**src/rtl/sar_cmp_search_pkg.sv**
```systemverilog
// Shared types and helpers for the successive-approximation comparator search.
// Holds the FSM state encoding, the default operand width and the flag sanity check.
package sar_cmp_search_pkg;

  typedef enum logic [1:0] {
    IDLE  = 2'd0,
    TRIAL = 2'd1,
    DONE  = 2'd2
  } state_t;

  localparam int DEF_WIDTH = 4;

  // Exactly one of EQ/GT/LT must be set for a trial to be trusted.
  function automatic logic flags_onehot(input logic eq, input logic gt, input logic lt);
    logic ok;
    case ({eq, gt, lt})
      3'b100, 3'b010, 3'b001: ok = 1'b1;
      default:                ok = 1'b0;
    endcase
    return ok;
  endfunction

endpackage

```
**src/rtl/sar_cmp_search_if.sv**
```systemverilog
// Initiator/comparator link: trial value out, EQ/GT/LT back, plus start and result status.
// master = search engine side, slave = comparator/requester side.
interface sar_cmp_search_if
  import sar_cmp_search_pkg::*;
#(
  parameter int WIDTH = DEF_WIDTH
);
  logic             start;
  logic [WIDTH-1:0] guess;
  logic             EQ;
  logic             GT;
  logic             LT;
  logic             busy;
  logic             done;
  logic [WIDTH-1:0] result;
  logic             found;
  logic             err;

  modport master (
    input  start, EQ, GT, LT,
    output guess, busy, done, result, found, err
  );

  modport slave (
    output start, EQ, GT, LT,
    input  guess, busy, done, result, found, err
  );
endinterface

```
**src/rtl/sar_cmp_search.sv**
```systemverilog
// Recovers the comparator's hidden operand MSB-first, one trial per cycle, exiting early on EQ.
// Latency 1..WIDTH trials then a one-cycle done pulse; start is ignored while busy.
module sar_cmp_search
  import sar_cmp_search_pkg::*;
#(
  parameter int WIDTH = DEF_WIDTH
)(
  input  logic clk,
  input  logic rst_n,
  sar_cmp_search_if.master bus
);
  localparam int               KW  = (WIDTH > 1) ? $clog2(WIDTH) : 1;
  localparam logic [WIDTH-1:0] ONE = WIDTH'(1);

  state_t           state_q, state_d;
  logic [WIDTH-1:0] guess_q, guess_d;
  logic [WIDTH-1:0] acc_q, acc_d, acc_nxt;
  logic [WIDTH-1:0] result_q, result_d;
  logic [KW-1:0]    k_q, k_d;
  logic             found_q, found_d;
  logic             err_q, err_d;

  always_ff @(posedge clk or negedge rst_n) begin
    if (!rst_n) begin
      state_q  <= IDLE;
      guess_q  <= '0;
      acc_q    <= '0;
      result_q <= '0;
      k_q      <= KW'(WIDTH - 1);
      found_q  <= 1'b0;
      err_q    <= 1'b0;
    end else begin
      state_q  <= state_d;
      guess_q  <= guess_d;
      acc_q    <= acc_d;
      result_q <= result_d;
      k_q      <= k_d;
      found_q  <= found_d;
      err_q    <= err_d;
    end
  end

  always_comb begin
    state_d  = state_q;
    guess_d  = guess_q;
    acc_d    = acc_q;
    result_d = result_q;
    k_d      = k_q;
    found_d  = found_q;
    err_d    = err_q;
    // A GT answer means the trial bit belongs in the result.
    acc_nxt  = bus.GT ? guess_q : acc_q;

    unique case (state_q)
      IDLE: begin
        guess_d = '0;
        if (bus.start) begin
          acc_d   = '0;
          k_d     = KW'(WIDTH - 1);
          guess_d = ONE << (WIDTH - 1);
          found_d = 1'b0;
          err_d   = 1'b0;
          state_d = TRIAL;
        end
      end
      TRIAL: begin
        if (!flags_onehot(bus.EQ, bus.GT, bus.LT)) begin
          err_d    = 1'b1;
          result_d = acc_q;
          guess_d  = '0;
          state_d  = DONE;
        end else if (bus.EQ) begin
          result_d = guess_q;
          found_d  = 1'b1;
          guess_d  = '0;
          state_d  = DONE;
        end else begin
          acc_d = acc_nxt;
          if (k_q == '0) begin
            result_d = acc_nxt;
            found_d  = 1'b0;
            guess_d  = '0;
            state_d  = DONE;
          end else begin
            k_d     = k_q - KW'(1);
            guess_d = acc_nxt | (ONE << k_d);
          end
        end
      end
      DONE: begin
        guess_d = '0;
        state_d = IDLE;
      end
      default: begin
        guess_d = '0;
        state_d = IDLE;
      end
    endcase
  end

  assign bus.guess  = guess_q;
  assign bus.busy   = (state_q != IDLE);
  assign bus.done   = (state_q == DONE);
  assign bus.result = result_q;
  assign bus.found  = found_q;
  assign bus.err    = err_q;

endmodule

```
**src/flat_wrapper.sv**
```systemverilog
// flat-port wrapper written by rule: the top's interface ports become plain ports
module sar_cmp_search_flat import sar_cmp_search_pkg::*;
#(
  parameter int WIDTH = DEF_WIDTH
)
  (clk, rst_n, bus_start, bus_EQ, bus_GT, bus_LT, bus_guess, bus_busy, bus_done, bus_result, bus_found, bus_err);
  sar_cmp_search_if #(.WIDTH(WIDTH)) bus_i ();
  input  logic clk;
  input  logic rst_n;
  input wire logic [$bits(bus_i.start)-1:0] bus_start;
  input wire logic [$bits(bus_i.EQ)-1:0] bus_EQ;
  input wire logic [$bits(bus_i.GT)-1:0] bus_GT;
  input wire logic [$bits(bus_i.LT)-1:0] bus_LT;
  output wire logic [$bits(bus_i.guess)-1:0] bus_guess;
  output wire logic [$bits(bus_i.busy)-1:0] bus_busy;
  output wire logic [$bits(bus_i.done)-1:0] bus_done;
  output wire logic [$bits(bus_i.result)-1:0] bus_result;
  output wire logic [$bits(bus_i.found)-1:0] bus_found;
  output wire logic [$bits(bus_i.err)-1:0] bus_err;
  assign bus_i.start = bus_start;
  assign bus_i.EQ = bus_EQ;
  assign bus_i.GT = bus_GT;
  assign bus_i.LT = bus_LT;
  assign bus_guess = bus_i.guess;
  assign bus_busy = bus_i.busy;
  assign bus_done = bus_i.done;
  assign bus_result = bus_i.result;
  assign bus_found = bus_i.found;
  assign bus_err = bus_i.err;
  sar_cmp_search #(.WIDTH(WIDTH)) u_core (.clk(clk), .rst_n(rst_n), .bus(bus_i));
endmodule
```
**config.mk**
```make
export PLATFORM = sky130hd
export DESIGN_NAME = sar_cmp_search_flat
export DESIGN_NICKNAME = d
export VERILOG_FILES = /design/src/rtl/sar_cmp_search_pkg.sv /design/src/rtl/sar_cmp_search_if.sv /design/src/rtl/sar_cmp_search.sv /design/src/flat_wrapper.sv
export SDC_FILE = /design/constraint.sdc
export NUM_CORES = 1
export LEC_CHECK = 0
export CAP_MARGIN = 20
export CORE_MARGIN = 3
export CORE_UTILIZATION = 40
export CTS_CLUSTER_DIAMETER = 50
export DETAILED_ROUTE_END_ITERATION = 10
export DONT_BUFFER_PORTS = 1
export HOLD_SLACK_MARGIN = 0.05
export PLACE_DENSITY = 0.59
export SYNTH_ARGS = -nofsm -noshare
export SYNTH_HDL_FRONTEND = slang
export SYNTH_SLANG_ARGS = --single-unit
```
**constraint.sdc**
```tcl
create_clock -name clk -period 4.1 [get_ports clk]
set_input_delay 0.82 -clock clk [delete_from_list [all_inputs] [get_ports clk]]
set_output_delay 0.82 -clock clk [all_outputs]
set_load 0.03 [all_outputs]
```
Word-level counts from Yosys, hierarchy flattened
Cells that the tools add are included.
{"block": "word_totals", "ff_bits": 18, "input_bits": 6, "output_inout_bits": 12}
{"block": "classes", "reduce_logical": 11, "bitwise": 1, "addsub": 1, "n_eq_ne": 13, "n_mux": 32, "n_shift": 1}
{"op": "$mux W4", "n": 11}
{"op": "$mux W2", "n": 8}
{"op": "$pmux W4 S2", "n": 2}
{"op": "$ne A2 B2 Y1 const B", "n": 4}
{"op": "$pmux W2 S2", "n": 2}
{"op": "$reduce_and A4 Y1", "n": 2}
{"op": "$mux W1", "n": 7}
{"op": "$reduce_and A5 Y1", "n": 1}
{"op": "$logic_not A2 Y1", "n": 2}
{"op": "$ne A4 B4 Y1 const B", "n": 1}
{"op": "$or A4 B4 Y4", "n": 1}
{"op": "$pmux W1 S2", "n": 2}
{"op": "$reduce_and A2 Y1", "n": 2}
{"op": "$reduce_bool A2 Y1", "n": 2}
{"op": "$shl A1 B2 Y4 const A", "n": 1}
{"op": "$eq A3 B1 Y1 const B", "n": 1}
{"op": "$eq A3 B2 Y1 const B", "n": 1}
{"op": "$eq A3 B3 Y1 const B", "n": 1}
{"op": "$ne A3 B2 Y1 const B", "n": 1}
{"op": "$ne A3 B3 Y1 const B", "n": 1}
{"op": "$reduce_and A3 Y1", "n": 1}
{"op": "$reduce_or A3 Y1", "n": 1}
{"op": "$eq A2 B1 Y1 const B", "n": 1}
{"op": "$eq A2 B2 Y1 const B", "n": 1}
{"op": "2 further kinds", "n": 2}

Depth between registers and ports, before layout
Gate-level depths: netlist of run 1.
{"block": "logic_depth", "ltp_word": 7, "mapped_depth": 5}

Least setup slack after synthesis of run 1
Ideal clock, no wire load.
{"block": "synth_timing", "path_kind": "input port to flip-flop", "from": "input port bus_GT", "to": "register u_core.result_q[0], in the netlist u_core.bus.result[0]", "required_time_ns": 3.965, "stages": 4, "arrival_ns": 1.574, "setup_slack_ns": 2.391, "path_cell_list": "buf_6 -> xnor2_2 -> o31ai_4 -> o21ai_1"}
{"block": "synth_between", "elab_chain_len": 6, "word_cells_on_any_way": 12}
{"element": "start, declared", "line": "flat_wrapper.sv:12", "source": "input wire logic [$bits(bus_i.GT)-1:0] bus_GT;"}
{"element": "$eq A3 B3 Y1 (tied with other cells)", "line": "sar_cmp_search_pkg.sv:16", "source": "case ({eq, gt, lt})"}
{"element": "$reduce_or A3 Y1", "line": "sar_cmp_search_pkg.sv:16"}
{"element": "$mux W1", "line": "sar_cmp_search_pkg.sv:16"}
{"element": "$mux W1", "line": "sar_cmp_search.sv:54", "source": "unique case (state_q)"}
{"element": "$ne A3 B3 Y1 (no source line)"}
{"element": "$reduce_and A2 Y1 (no source line)"}
{"element": "end signal, assigned", "line": "sar_cmp_search.sv:36", "source": "result_q <= result_d;"}
{"element": "end, declared", "line": "sar_cmp_search.sv:18", "source": "logic [WIDTH-1:0] result_q, result_d;"}
Parallel ways exist; a longest one is shown, timed or not. The select of a mux whose other input is x is not followed.
A chain may end at the register's enable or synchronous reset.

Worst setup path in the final report of run 1
{"block": "layout_timing", "from": "register u_core.state_q[0]", "to": "output port bus_done"}
{"block": "layout_between", "elab_chain_len": 1}
{"element": "start, declared", "line": "sar_cmp_search.sv:15", "source": "state_t state_q, state_d;"}
{"element": "start signal, assigned", "line": "sar_cmp_search.sv:33", "source": "state_q <= state_d;"}
{"element": "$eq A2 B2 Y1", "line": "sar_cmp_search.sv:103", "source": "assign bus.done = (state_q == DONE);"}
{"element": "end, declared", "line": "flat_wrapper.sv:16", "source": "output wire logic [$bits(bus_i.done)-1:0] bus_done;"}
Every way passes these cells.

==> metrics.cfg, run 1 <==
[cts]
cts_tree=yes
cts_resized=0
cts_root_buffer=clkbuf_4
h-tree-depth=1
hold_buffers=0
clk_latency_ns=0.30
clk_pin_slew_ns=0.11
cts_sinks=18
cts.path.max_buffers=2
cts_setup_buffers=0
numCtsBuffers=3

[logic_synthesis]
synth-xor-area-share_pct=2.621
ys_types=31
yosys.area_share.simple_pct=17.69
synth_async_sr_flop_share_pct=100.0
netlist_area_sq_um=954.7
synth_edf_count=0
synth_seq_cells=18
ys_warn_count=0
syn-num-nets=100
synth_mux_area_share_pct=7.339
synth.avg_cell_area_sq_um=10.49
synth_compound_area_share_pct=16.91
seq_area_frac_synth_pct=47.44
synth_top_family_by_area=simple AND/OR/NAND/NOR gates
ys.flop_type=dfrtp_1
synth-adder-area-share_pct=3.932
synth_cells=91

[global_route]
grt_max_degree=19
grt_pass1_vias=639
antenna_found_initial=0
grt_pass1_wl_mm=2.932
overflow=0
grtUsageTotal_pct=14.02

[timing]
fmax_mhz=482.7
slew_headroom_pct=55.30
slew_viol_final=0
setup_tns_ns=0
setup_violations=0
rsz0062_at_grt=no
hold_viol=0
fin_crit_sh_pct=50.53
fin_skew_ns=0.007960
fin_crit_ns=2.072
tightestPinTransition_ns=0.6691

[worst_setup_path]
crit_type=flop to output port
ff2ff_path_depth=4
path_cells=nor2b_1
path_max_fanout=8
cp_num_cells=1
rrSetupSlack_ns=2.40
cp.required_ns=3.28
timing.rr.start=u_core.k_q[0]
timing.rr.end=u_core.bus.result[1]
crit_arrival_ns=1.25
end_kind=output port
path_delay_family=simple AND/OR/NAND/NOR gates
slowest_delay_ns=0.50
crit_end=bus_done
crit_start=u_core.state_q[0]
cp_slowest_cell=nor2b_1
startpoint_type=flop
worst-path-buf-inv=0

[hold_path]
hold_class=input port to async pin

[floorplanning]
rows=17
die_w_microns=54.86
die_area_sq_um=3009
core_area_sq_um=2233
start_util_pct=42.75
fp.dieH_microns=54.86
num_io_pins=18

[drt]
wirelength_mm=1.724
drt-initial-drc-count=7
vias=644
drc_errors=0
ant_nets=0
post_drt_wl_per_cell_microns=14.37
dr.pass1.iters=4
post_drt_via_cell_ratio=5.367

[pwr]
powerDensity_nw_per_um2=482.3
comb_power_share_pct=22.2
p_sw_mw=0.1798
p_int_mw=0.3036
clkPwrFrac_pct=22.8
seqPwrFrac_pct=55.1
p_sw_share_pct=37.19
ir_drop_uv=286.8
leakagePower_nw=0.4400

[final_layout]
final_cells=120
drive_above_1_share_pct=15.22
fillers=224
register_area_sq_um=452.9
antennaDiodeCount=0
multi_input_area_sq_um=462.9
syn2layout_area_growth_pct=4.980
nNetsFinal=102

[place]
post-dp-hpwl_mm=1.284
portBuffers=0
dp.cells=116
gp_congestion=0.7685

[status]
status=complete, no violations

[run]
maxCapViolations=0

## per-layer routing
layer | vias up | GRT usage, % | wire length, microns
met5 | - | 0 | 0
met1 | 303 | 17.56 | 846
li1 | 324 | - | -
met4 | 0 | 3.734 | 11
met2 | 15 | 21.65 | 776
met3 | 2 | 6.267 | 90
## cells by family (layout without fill, tap and decap cells)
group	count (synthesis)	count (layout)
adders and majority gates	3	3
xor gates and xnor gates	2	2
DFF	18	18
muxes	7	7
buffers and inverters	7	8
AOI/OAI and AO/OA	21	21
and+or+nand+nor	33	33
## Yosys cell counts (2+ instances only)
master | count | share of area, %
nor2_1 | 10 | 3.9
a211oi_1 | 4 | 3.1
dfrtp_1 | 16 | 42
a311oi_1 | 2 | 1.8
o21ai_1 | 7 | 3.7
dfstp_2 | 2 | 5.5
ha_1 | 3 | 3.9
mux2i_1 | 7 | 7.3
nor2b_1 | 4 | 2.6
nand2_1 | 10 | 3.9
nor2_2 | 2 | 1.3
nor3b_1 | 2 | 1.6
o2bb2ai_1 | 2 | 1.8
inv_1 | 3 | 1.2
## cell type report
| cell class | count | share of cell area [%] |
|---|---|---|
| Sequential cell | 18 | 45.19 |
| Tap cell | 28 | 3.496 |
| Multi-Input combinational cell | 66 | 46.19 |
| Inverter | 4 | 1.498 |
| Clock buffer | 4 | 3.620 |
## worst min path at each step
stage | startpoint | depth (start not counted) | endpoint | slack, ns
global route | rst_n | 0 | u_core.bus.result[3] | 0.18
CTS | rst_n | 0 | u_core.bus.result[3] | 0.19
finish | rst_n | 0 | u_core.bus.result[3] | 0.20
detailed placement | u_core.state_q[1] | 1 | u_core.state_q[0] | 0.50
global placement | u_core.state_q[1] | 1 | u_core.state_q[0] | 0.49
floorplan | u_core.state_q[1] | 1 | u_core.state_q[0] | 0.46
## sequential cells by signal (all words and copies together), names as in the netlist
register,count
u_core.bus.err,1
u_core.bus.guess,4
u_core.bus.found,1
u_core.acc_q,4
u_core.k_q,2
u_core.state_q,2
u_core.bus.result,4
## through the flow
| step | util, % | power [mW] | instance area, sq um | worst slack [ns] | hold slack [ns] |
|---|---|---|---|---|---|
| 2_1_floorplan | - | 0.3610 | 954.7 | 2.391 | 0.4612 |
| 3_3_place_gp | 43.25 | 0.3776 | 965.9 | 2.358 | 0.4929 |
| 3_5_place_dp | 43.25 | 0.3783 | 965.9 | 2.350 | 0.4973 |
| 4_1_cts | 44.87 | 0.4888 | 1002 | 2.008 | 0.1930 |
| 5_1_grt | 44.87 | 0.5141 | 1002 | 1.945 | 0.1753 |
| 6_report | 44.87 | 0.4834 | 1002 | 2.028 | 0.1991 |
## placed cells by master, fill, tap and decap left out, types with 2 or more instances in the layout
| cell | synthesis | final |
|---|---|---|
| nand2_1 | 10 | 10 |
| a311oi_1 | 2 | 2 |
| a211oi_1 | 4 | 4 |
| ha_1 | 3 | 3 |
| o2bb2ai_1 | 2 | 2 |
| nor2_2 | 2 | 2 |
| nor2_1 | 10 | 10 |
| dfrtp_1 | 16 | 16 |
| mux2i_1 | 7 | 7 |
| nor3b_1 | 2 | 2 |
| dfstp_2 | 2 | 2 |
| clkbuf_4 | 0 | 3 |
| o21ai_1 | 7 | 7 |
| nor2b_1 | 4 | 4 |
| inv_1 | 3 | 3 |
## power groups by stage
stage	registers (mW)	logic [mW]	clock network (mW)
2_1_floorplan	0.261	0.0995	0
3_3_place_gp	0.269	0.108	0
3_5_place_dp	0.270	0.108	0
4_1_cts	0.267	0.109	0.113
5_1_grt	0.272	0.122	0.120
6_report	0.266	0.107	0.110
(Power assumes the default switching activity.)
==> run 2: changes to the inputs <==
--- a/config.mk
+++ b/config.mk
@@ -12,7 +12,7 @@
 export DETAILED_ROUTE_END_ITERATION = 10
 export DONT_BUFFER_PORTS = 1
 export HOLD_SLACK_MARGIN = 0.05
-export PLACE_DENSITY = 0.59
+export PLACE_DENSITY = 0.61
 export SYNTH_ARGS = -nofsm -noshare
 export SYNTH_HDL_FRONTEND = slang
 export SYNTH_SLANG_ARGS = --single-unit
==> constraint.sdc (replaced) <==
create_clock -name clk -period 1.9 [get_ports clk]
set_input_delay 0.38 -clock clk [delete_from_list [all_inputs] [get_ports clk]]
set_output_delay 0.38 -clock clk [all_outputs]
set_load 0.03 [all_outputs]
==> metrics.cfg, run 2 (synthesis results as in run 1) <==
[drt]
ant_nets=0
drc_errors=0
post_drt_wl_per_cell_microns=14.51
post_drt_via_cell_ratio=5.221
vias=637
drt-initial-drc-count=8
wirelength_mm=1.770
dr.pass1.iters=4

[floorplanning]
rows=17
fp.dieH_microns=54.86
core_area_sq_um=2233
die_w_microns=54.86
start_util_pct=42.75
die_area_sq_um=3009
num_io_pins=18

[worst_setup_path]
startpoint_type=flop
timing.rr.start=u_core.k_q[0]
rrSetupSlack_ns=0.20
worst-path-buf-inv=1
crit_start=u_core.k_q[0]
path_max_fanout=9
crit_end=u_core.bus.result[0]
path_cells=inv_1, ha_1, o31ai_4, o21ai_1
ff2ff_path_depth=4
crit_arrival_ns=1.87
crit_type=flop to flop
path_delay_family=flip-flops
end_kind=flop
cp.required_ns=2.08
cp_slowest_cell=dfstp_2
slowest_delay_ns=0.60
timing.rr.end=u_core.bus.result[0]
cp_num_cells=4

[pwr]
leakagePower_nw=0.4493
ir_drop_uv=697.7
powerDensity_nw_per_um2=1043

[run]
maxCapViolations=0

[timing]
slew_headroom_pct=44.69
setup_tns_ns=0
tightestPinTransition_ns=0.8269
fin_crit_ns=1.697
slew_viol_final=0
fin_skew_ns=0.002093
hold_viol=0
fmax_mhz=589.3
fin_crit_sh_pct=89.31
setup_violations=0
rsz0062_at_grt=no

[final_layout]
register_area_sq_um=452.9
multi_input_area_sq_um=462.9
finalInstanceArea_sq_um=1020
final_common_cell=dfrtp_1
drive_above_1_share_pct=15.96
mostFrequentLayoutCells=16 x dfrtp_1, 10 x nor2_1, 10 x nand2_1, 7 x mux2i_1, 7 x o21ai_1
nNetsFinal=104
fillers=206
syn2layout_area_growth_pct=6.815
antennaDiodeCount=0

[cts]
cts_root_buffer=clkbuf_4
clk_pin_slew_ns=0.10
cts_tree=yes
h-tree-depth=1
cts.path.max_buffers=2
cts_setup_buffers=0
clk_latency_ns=0.30
numCtsBuffers=3
hold_buffers=1
cts_sinks=18
cts_resized=0

[status]
status=complete, no violations

[place]
portBuffers=0
dpl_cell_area_sq_um=973.4
gp_congestion=0.7775
post-dp-hpwl_mm=1.289

[hold_path]
hold_class=input port to flop
hp-start=bus_EQ

[global_route]
grt_max_degree=19
grtUsageTotal_pct=14.28
grt_pass1_vias=639
overflow=0
antenna_found_initial=0
grt_pass1_wl_mm=2.967

-- run 2: cell count changes in the layout (fill, tap and decap cells not counted), sizes merged --
cell and change:
dlygate4sd3 +1, buf +1
-- run 2: layout make-up --
| cell class | count | area share [%] |
|---|---|---|
| flip-flops and latches | 18 | 44.42 |
| well taps | 28 | 3.436 |
| clock buffers | 4 | 3.558 |
| inverters | 4 | 1.472 |
| multi-input cells | 66 | 45.40 |
| repair buffers | 2 | 1.718 |
-- run 2: stage by stage --
stage | instances | power [mW] | util, % | worst slack, ns | hold slack, ns
6_report | 122 | 1.063 | 45.66 | 0.2031 | 0.2196
5_1_grt | 122 | 1.140 | 45.66 | 0.07634 | 0.2212
4_1_cts | 122 | 1.078 | 45.66 | 0.1923 | 0.2193
3_5_place_dp | 117 | 0.8241 | 43.59 | 0.2076 | 0.08482
3_3_place_gp | 117 | 0.8272 | 43.59 | 0.2432 | 0.08481
2_1_floorplan | 91 | 0.7789 | - | 0.3728 | 0.08441
-- run 2: how the worst min path moves through the flow --
stage | to | slack (ns) | depth (start not counted)
final | u_core.bus.found | 0.22 | 2
after global routing | u_core.bus.found | 0.22 | 2
after CTS | u_core.bus.found | 0.22 | 2
after detailed placement | u_core.bus.result[2] | 0.08 | 0
after global placement | u_core.acc_q[3] | 0.08 | 0
after floorplan | u_core.acc_q[0] | 0.08 | 0
-- run 2: where the power goes --
| part | switching [mW] | internal, mW | total, mW |
|---|---|---|---|
| Clock | 0.120 | 0.117 | 0.238 |
| Sequential | 0.126 | 0.448 | 0.575 |
| Combinational | 0.152 | 0.0985 | 0.251 |
-- run 2: routing by layer --
layer	vias to the layer above	routed length, microns	part of all wire (%)	global-route usage (%)
li1	325	-	-	-
met1	291	879	50	19.87
met2	17	766	43	19.88
met3	4	101	5.7	3.815
met4	0	23	1.3	7.469
met5	-	0	0	0
==> run 3: changes to the inputs <==
--- a/config.mk
+++ b/config.mk
@@ -12,7 +12,7 @@
 export DETAILED_ROUTE_END_ITERATION = 10
 export DONT_BUFFER_PORTS = 1
 export HOLD_SLACK_MARGIN = 0.05
-export PLACE_DENSITY = 0.61
+export PLACE_DENSITY = 0.59
 export SYNTH_ARGS = -nofsm -noshare
 export SYNTH_HDL_FRONTEND = slang
 export SYNTH_SLANG_ARGS = --single-unit
==> constraint.sdc (replaced) <==
create_clock -name clk -period 2 [get_ports clk]
set_input_delay 0.4 -clock clk [delete_from_list [all_inputs] [get_ports clk]]
set_output_delay 0.4 -clock clk [all_outputs]
set_load 0.03 [all_outputs]
==> metrics.cfg, run 3 (synthesis results as in run 1) <==
[status]
status=complete, no violations

[floorplanning]
fp.dieH_microns=54.86
start_util_pct=42.75
rows=17
die_w_microns=54.86
core_area_sq_um=2233
num_io_pins=18
die_area_sq_um=3009

[timing]
slew_viol_final=0
fin_crit_sh_pct=86.70
fin_crit_ns=1.734
hold_viol=0
tightestPinTransition_ns=0.8076
slew_headroom_pct=45.98
rsz0062_at_grt=no
setup_violations=0
setup_tns_ns=0
fin_skew_ns=0.0007799
fmax_mhz=576.7

[drt]
drc_errors=0
dr.pass1.iters=4
vias=671
post_drt_via_cell_ratio=5.500
drt-initial-drc-count=2
wirelength_mm=1.869
ant_nets=0
post_drt_wl_per_cell_microns=15.32

[cts]
cts_resized=0
clk_pin_slew_ns=0.10
clk_latency_ns=0.30
hold_buffers=1
cts.path.max_buffers=2
h-tree-depth=1
cts_sinks=18
cts_root_buffer=clkbuf_4
numCtsBuffers=3
cts_setup_buffers=0
cts_tree=yes

[place]
portBuffers=0
post-dp-hpwl_mm=1.350
dpl_cell_area_sq_um=973.4
gp_congestion=0.7958

[final_layout]
finalInstanceArea_sq_um=1020
nNetsFinal=104
syn2layout_area_growth_pct=6.815
mostFrequentLayoutCells=16 x dfrtp_1, 10 x nor2_1, 10 x nand2_1, 7 x mux2i_1, 7 x o21ai_1
final_common_cell=dfrtp_1
antennaDiodeCount=0
drive_above_1_share_pct=15.96
utilization_pct=45.66

[worst_setup_path]
end_kind=flop
crit_arrival_ns=1.97
crit_type=flop to flop
startpoint_type=flop
ff2ff_path_depth=5
path_max_fanout=9
cp.required_ns=2.23

[global_route]
grtUsageTotal_pct=14.34
grt_pass1_wl_mm=2.877
grt_pass1_vias=625
antenna_found_initial=0
grt_max_degree=19
overflow=0

[pwr]
powerDensity_nw_per_um2=998.5
clkPwrFrac_pct=22.3
leakagePower_nw=0.4493
ir_drop_uv=595.7
seqPwrFrac_pct=53.9
comb_power_share_pct=23.8
p_int_mw=0.6320
p_sw_share_pct=37.93
p_sw_mw=0.3862

[hold_path]
hold_class=input port to flop
min_path_cells=2

[run]
maxCapViolations=0

run 3: cell type report:
class                      count  area, sq um
clock buffer                   4        36.28
fill                         214         1214
inverter                       4        15.01
multi-input combinational     66        462.9
sequential                    18        452.9
tap                           28        35.03
timing repair buffer           2        17.52
run 3: worst paths after layout:
| path | endpoint | from | slack, ns |
|---|---|---|---|
| setup / recovery | u_core.bus.result[3] | u_core.k_q[0] | 0.27 |
| hold / removal | u_core.bus.found | bus_EQ | 0.24 |
| setup reg to reg | u_core.bus.result[3] | u_core.k_q[0] | 0.27 |
| hold reg to reg | u_core.acc_q[1] | u_core.acc_q[1] | 0.53 |
| max in group asynchronous | u_core.bus.guess[1] | rst_n | 0.88 |
| min in group asynchronous | u_core.bus.result[3] | rst_n | 0.62 |
run 3: worst max-delay path, stage by stage, from the launching register on:
cell and delay, ns:
dfstp_2 0.61, inv_1 0.08, ha_1 0.30, o31ai_4 0.46, nand2_1 0.12, o21ai_1 0.09
run 3: layer usage:
metal / part of all wire [%] / track usage (%)
met1: 45 / 18.04
met2: 46 / 20.28
met3: 7.3 / 6.267
met4: 1.9 / 7.884
met5: 0 / 0
run 3: metrics by stage:
step | total power [mW] | hold slack, ns | instances | setup WS [ns]
floorplan | 0.7400 | 0.1044 | 91 | 0.4728
global placement | 0.7854 | 0.1049 | 117 | 0.3407
detailed placement | 0.7891 | 0.1048 | 117 | 0.2768
CTS | 1.030 | 0.2346 | 122 | 0.2512
global route | 1.078 | 0.2423 | 122 | 0.1705
finish | 1.018 | 0.2365 | 122 | 0.2659
run 3: power groups by stage:
stage / registers (mW) / logic, mW / clock network [mW]
floorplan: 0.536 / 0.204 / 0
global placement: 0.551 / 0.234 / 0
detailed placement: 0.555 / 0.234 / 0
CTS: 0.548 / 0.246 / 0.236
global route: 0.559 / 0.268 / 0.251
finish: 0.548 / 0.243 / 0.227
